`src/rtl/resample_sched.sv`:
```
// Polyphase resampler scheduler.
//
// Sequences a tap-serial FIR datapath that produces one output per scheduling
// step. Each step advances a signed phase accumulator by step_in; the sign of
// any overflow decides how many upstream samples the next output consumes:
// positive overflow fetches 2 (skip), negative overflow fetches 0 (duplicate),
// otherwise exactly 1. After fetching, TAP_COUNT MAC cycles are issued and
// the result is offered downstream with a valid/ready handshake.
//
// Ports:
//   clk, rst_n       single clock, synchronous active-low reset
//   en               run enable; an operation in progress always completes
//   step_in          signed phase step, sampled at each scheduling step
//   in_valid/ready   upstream sample handshake (ready only while fetching)
//   shift_en         load the accepted sample into the tap delay line
//   tap_idx          tap/coefficient select during MAC
//   mac_en/clr/last  accumulate, clear-before-add (first tap), final tap
//   out_valid/ready  downstream result handshake
//   phase            current accumulator value
//   skip_cnt/dup_cnt saturating counts of 2-input and 0-input outputs
//   busy             high in any state other than idle
module resample_sched #(
  parameter int unsigned TAP_COUNT = 9,
  parameter int unsigned PHASE_W   = 32,
  parameter int unsigned CNT_W     = 16,
  localparam int unsigned IdxW     = (TAP_COUNT > 1) ? $clog2(TAP_COUNT) : 1
) (
  input  logic               clk,
  input  logic               rst_n,
  input  logic               en,
  input  logic [PHASE_W-1:0] step_in,
  input  logic               in_valid,
  output logic               in_ready,
  output logic               shift_en,
  output logic [IdxW-1:0]    tap_idx,
  output logic               mac_en,
  output logic               mac_clr,
  output logic               mac_last,
  output logic               out_valid,
  input  logic               out_ready,
  output logic [PHASE_W-1:0] phase,
  output logic [CNT_W-1:0]   skip_cnt,
  output logic [CNT_W-1:0]   dup_cnt,
  output logic               busy
);

  localparam logic [IdxW-1:0] LastTap = IdxW'(TAP_COUNT - 1);

  typedef enum logic [1:0] {
    StIdle,
    StFetch,
    StMac,
    StOut
  } state_e;

  state_e             state_q, state_d;
  logic [PHASE_W-1:0] phase_q, phase_d;
  logic [1:0]         rem_q, rem_d;
  logic [IdxW-1:0]    tap_q, tap_d;
  logic [CNT_W-1:0]   skip_q, skip_d;
  logic [CNT_W-1:0]   dup_q, dup_d;

  logic [PHASE_W-1:0] sum;
  logic               pos_ovf;
  logic               neg_ovf;
  logic               sched_go;

  // Wrapped sum; signed overflow detected from operand and result sign bits.
  assign sum     = phase_q + step_in;
  assign pos_ovf = ~phase_q[PHASE_W-1] & ~step_in[PHASE_W-1] &  sum[PHASE_W-1];
  assign neg_ovf =  phase_q[PHASE_W-1] &  step_in[PHASE_W-1] & ~sum[PHASE_W-1];

  // A new output is scheduled from idle, or back-to-back on the output handshake.
  assign sched_go = en & ((state_q == StIdle) | ((state_q == StOut) & out_ready));

  always_comb begin
    state_d = state_q;
    phase_d = phase_q;
    rem_d   = rem_q;
    tap_d   = tap_q;
    skip_d  = skip_q;
    dup_d   = dup_q;

    unique case (state_q)
      StIdle: ;
      StFetch: begin
        if (in_valid) begin
          rem_d = rem_q - 2'd1;
          if (rem_q == 2'd1) begin
            state_d = StMac;
          end
        end
      end
      StMac: begin
        if (tap_q == LastTap) begin
          tap_d   = '0;
          state_d = StOut;
        end else begin
          tap_d = tap_q + IdxW'(1);
        end
      end
      StOut: begin
        if (out_ready && !en) begin
          state_d = StIdle;
        end
      end
      default: state_d = StIdle;
    endcase

    if (sched_go) begin
      phase_d = sum;
      if (pos_ovf) begin
        rem_d   = 2'd2;
        state_d = StFetch;
        if (skip_q != '1) begin
          skip_d = skip_q + CNT_W'(1);
        end
      end else if (neg_ovf) begin
        // Nothing to fetch: reuse the current delay line contents.
        rem_d   = 2'd0;
        state_d = StMac;
        if (dup_q != '1) begin
          dup_d = dup_q + CNT_W'(1);
        end
      end else begin
        rem_d   = 2'd1;
        state_d = StFetch;
      end
    end
  end

  always_ff @(posedge clk) begin
    if (!rst_n) begin
      state_q <= StIdle;
      phase_q <= '0;
      rem_q   <= '0;
      tap_q   <= '0;
      skip_q  <= '0;
      dup_q   <= '0;
    end else begin
      state_q <= state_d;
      phase_q <= phase_d;
      rem_q   <= rem_d;
      tap_q   <= tap_d;
      skip_q  <= skip_d;
      dup_q   <= dup_d;
    end
  end

  assign in_ready  = (state_q == StFetch) && (rem_q != 2'd0);
  assign shift_en  = in_ready && in_valid;
  assign mac_en    = (state_q == StMac);
  assign mac_clr   = mac_en && (tap_q == '0);
  assign mac_last  = mac_en && (tap_q == LastTap);
  assign out_valid = (state_q == StOut);
  assign busy      = (state_q != StIdle);
  assign tap_idx   = tap_q;
  assign phase     = phase_q;
  assign skip_cnt  = skip_q;
  assign dup_cnt   = dup_q;

endmodule

```
`config.mk`:
```
export PLATFORM = sky130hd
export DESIGN_NAME = resample_sched
export DESIGN_NICKNAME = d
export VERILOG_FILES = /design/src/rtl/resample_sched.sv
export SDC_FILE = /design/constraint.sdc
export NUM_CORES = 1
export LEC_CHECK = 0
export BUFFER_PORTS_ARGS = -buffer_cell sky130_fd_sc_hd__buf_2
export CAP_MARGIN = 20
export CORE_MARGIN = 4
export CORE_UTILIZATION = 25
export DETAILED_ROUTE_END_ITERATION = 8
export PLACE_DENSITY_LB_ADDON = 0.05
export SYNTH_ARGS = -nofsm -noshare
export SYNTH_HDL_FRONTEND = slang
export SYNTH_SLANG_ARGS = --single-unit
```
`constraint.sdc`:
```
create_clock -name clk -period 3.8 [get_ports clk]
set_input_delay 0.38 -clock clk [delete_from_list [all_inputs] [get_ports clk]]
set_output_delay 0.38 -clock clk [all_outputs]
set_load 0.01 [all_outputs]
```
After elaboration in Yosys (flattened, before gate mapping). Index checks and enable logic that the tools add are counted.

Add/sub/neg operators: 5. Eq/ne operators: 11. Mux-type cells: 14. Bitwise logic cells: 11. Reduce and logical (&&, ||, !) cells: 17.

Operators with widths (count): $add 16x1->16 const B (2); $add 32x32->32 (1); $ne 16x16->1 const B (2); $mux 2 (11); $reduce_bool 2->1 (4); $and 1x1->1 (6); $ne 3x1->1 const B (2); $ne 3x3->1 const B (2); $pmux 2 s3 (1); $logic_and 1x1->1 (5); $reduce_and 5->1 (1); $add 4x1->4 const B (1); $eq 2x1->1 const B (2); $eq 2x2->1 const B (2); $eq 4x4->1 const B (1); $logic_not 4->1 (1); $mux 4 (1); $not 1->1 (4); $reduce_and 4->1 (1); $reduce_bool 4->1 (1); $reduce_and 3->1 (1); $logic_not 2->1 (1); $reduce_and 2->1 (1); $sub 2x1->2 const B (1); 3 further kinds (3).

Bits in registers: 72. Bits of input ports: 37.

Longest topological paths before layout.
Word-level depth: 6. Gate-level depth with buffers: 13.

Worst setup path after synthesis. OpenSTA, ideal clock, no wires.

Path kind: input to register. From: in step_in[0]. To: reg phase_q[28], in the netlist phase[28]. Arrival: 2748 ps. Path slack: 931 ps. Cell stages on the path: 11. Path buffers: 0. Cells stage by stage: ha_1 fa_1 a211oi_1 o21ai_0 a31oi_2 a31oi_2 a221o_1 o2bb2ai_1 a21oi_1 mux2i_1 nand3_1.

Longest elaborated chain between the ends: 1.

Ends and longest elaborated chain: start, declared (RTL line 31) `input logic [PHASE_W-1:0] step_in,`; $add 32x32->32 (RTL line 69) `assign sum = phase_q + step_in;`; end signal, assigned (RTL line 142) `phase_q <= phase_d;`; end, declared (RTL line 57) `logic [PHASE_W-1:0] phase_q, phase_d;`.

Every way passes these cells. A chain may end at the register's enable or synchronous reset.

Final worst setup path.
From: reg phase_q[0], in the netlist phase[0]. To: reg phase_q[28], in the netlist phase[28].

Longest elaborated chain between the ends: 1.

Ends and longest elaborated chain (RTL line): $add 32x32->32 (69).

Every way passes these cells.

==> reports/results.txt <==
Finished Cell Area - 6200 um2
Crit path capture type - flip-flop
Site Rows - 51
Boundary Pins - 112
CP dominant cell by count - a31oi_2
Peak supply drop - 0.213 mV
Crit path buf inv count - 0
Distinct cells, synth - 71
Vias in the first global route - 4,879
Slew Viols, Final - 0
CTS sink count - 72
Crit-path max FO - 4
Vias/cell - 4.90
Max_cap viols - 0
Die height - 150 um
Slew headroom - 56.7%
GRT Overall Usage - 13.5%
Largest net degree at the start of global routing - 35
DR vias - 4,849
Commonest register cell after synthesis - dfxtp_1
Antenna diodes - 0
Leak Pwr - 2.78 nW
Final net count - 796
Cells after Synth - 615
Area growth, synth to finish - 22.3%
Ys async rst share - 0%
Initial Util - 25.7%
Worst-path clk slew - 0.06 ns
Hpwl dp - 11.4 mm
GRT overflow - 0
Syn_nets - 692
Core ar. - 19,700 um2
Routed length per instance - 15.1 um
Least-Margin Pin Slew - 0.649 ns
Clk buf depth - 2
First-pass GRT wire length - 24.6 mm
Synthesized area per cell - 8.24 um2
Nature of the critical path startpoint - flip-flop
Sequential area share after synthesis - 28.5%
Slowest cell on crit path - fa_1
Most frequent cells in the layout - buf_2 (111), dfxtp_1 (72), nand2_1 (69), o21ai_0 (39), ha_1 (39)
Crit Path Class - reg -> reg
CTS root buf - clkbuf_16
Initial antenna violation count - 0
Top sig layer - met4
Routability cong. - 0.774
Setup_tns - 0 ns
Arrival time at the worst endpoint - 3.46 ns
Residual DRC - 0
Count of final setup violators - 0
Layout Skew - 0.00602 ns
Max Freq - 308 MHz
# H-tree levels - 3
Pwr dens - 438 nW/um2
Routed length on met1 - 7.18 mm
Required time worst endpoint - 4.02 ns
Fraction of layout cells with a size suffix above 1 - 20.9%
Drt first pass iters - 4
DR WL met2 - 6.96 mm
Area of the die - 22,600 um2
Total Wirelength - 15.0 mm
Met3 routed WL - 628 um
RSZ-0062 raised after global routing - no
CTS tree - done
Min-delay worst type - in -> reg
Crit path max-delay family - compound AO/OA/AOI/OAI gates
EDFF count, synth - 0
DIE WIDTH - 150 um
Post-CTS Setup Bufs - 0
#FFs+latches synth - 72
PortBufs - 111
Hold-fix buffers, CTS - 0
Cell area after synthesis - 5060 um2
Cell area after placement - 5880 um2
CP Cell Sequence - ha_1 > fa_1 > a211oi_1 > o21ai_0 > a31oi_2 > a31oi_2 > a221o_1 > o2bb2ai_1 > a21oi_1 > mux2i_1 > nand3_1
Status - finished clean
Post-layout min period - 3.24 ns
Yosys warns - 0
Most common cell after layout, fill and taps aside - buf_2
Final Cycle Share - 85.3%
Post-cts resize count - 0
Final ANT Viol Nets - 0
Worst path max stage delay - 0.44 ns
Total CTS buffers - 9
Clock latency on the worst-skew pair - 0.34 ns
Hold Vio Cnt, Final - 0
Initial DRC count - 170
==> cell usage after synthesis (7+ instances only) <==
library cell / number / area, um2
nor2b_1: 7 / 43.8
nor4_1: 7 / 43.8
ha_1: 39 / 488
xnor2_1: 14 / 123
and3_1: 8 / 50.1
a31oi_1: 7 / 43.8
nand2b_1: 7 / 43.8
nand3_1: 23 / 115
o31ai_1: 13 / 97.6
clkbuf_1: 17 / 63.8
a21boi_1: 15 / 113
nand4_1: 13 / 81.3
nand2_1: 69 / 259
dfxtp_1: 72 / 1440
mux2i_1: 10 / 100
inv_1: 19 / 71.3
a21o_1: 23 / 173
o21a_1: 13 / 97.6
xor2_1: 15 / 131
a21oi_1: 34 / 170
o21ai_0: 39 / 195
nor3_1: 11 / 55.1
and2_1: 25 / 156
nor2_1: 20 / 75.1
or4_1: 11 / 82.6
==> metal layers <==
metal / up-vias / GRT usage [%]
met3: 11 / 2.38
met2: 81 / 22.8
met5: - / 0
li1: 2479 / -
met1: 2278 / 17.7
met4: 0 / 4.16
==> registers in the layout, summed over array words and instances (netlist names) <==
signal    cells
tap_idx       4
skip_cnt     16
state_q       2
phase        32
rem_q         2
dup_cnt      16
==> path summary, 6_finish.rpt <==
| kind | start | endpoint | slack (ns) | depth (start not counted) |
|---|---|---|---|---|
| worst max-delay path | phase[0] | phase[28] | 0.56 | 11 |
| worst min-delay path | en | state_q[1] | 0.41 | 3 |
| worst max register to register | phase[0] | phase[28] | 0.56 | 11 |
| worst min register to register | skip_cnt[7] | skip_cnt[7] | 0.47 | 2 |
==> cell type report <==
| class | count | area (um2) |
|---|---|---|
| multi-input cells | 497 | 3410 |
| well taps | 265 | 332 |
| flip-flops and latches | 72 | 1440 |
| repair buffers | 120 | 623 |
| fillers | 2179 | 13500 |
| inverters | 19 | 71.3 |
| clock buffers | 13 | 250 |
| clock inverters | 3 | 65.1 |
==> worst register-to-register path: stages, from the launching register on <==
cell and delay, ns:
dfxtp_1 0.32, ha_1 0.23, fa_1 0.44, a211oi_1 0.33
o21ai_0 0.18, a31oi_2 0.33, a31oi_2 0.23, a221o_1 0.39
o2bb2ai_1 0.22, a21oi_1 0.20, mux2i_1 0.20, nand3_1 0.08
==> cell families (layout without fill, tap and decap cells) <==
| group | count (synthesis) | in the layout | synth area share, % |
|---|---|---|---|
| simple gates | 227 | 227 | 24.1 |
| buf+inv | 46 | 155 | 4.37 |
| flops | 72 | 72 | 28.5 |
| fa+ha+maj | 40 | 40 | 10.0 |
| compound gates | 190 | 190 | 25.8 |
| xor+xnor | 30 | 30 | 5.34 |
| mux | 10 | 10 | 1.98 |
==> stage by stage <==
stage                     std cells  setup WS [ns]  power, mW  util [%]  hold WS [ns]
final                           989          0.557       2.72      31.4         0.413
after global routing            989          0.214       2.92      31.4         0.446
after CTS                       989          0.540       2.78      31.4         0.395
after detailed placement        973          0.406       1.82      29.8         0.466
after global placement          973          0.439       1.82      29.8         0.459
after floorplan                 615          0.931       1.55         -         0.491
==> power breakdown <==
group	switching [mW]	internal, mW
combinational	0.529	0.378
clock	0.333	0.593
sequential	0.0592	0.824
No activity file was read; power rests on OpenSTA's default activity.
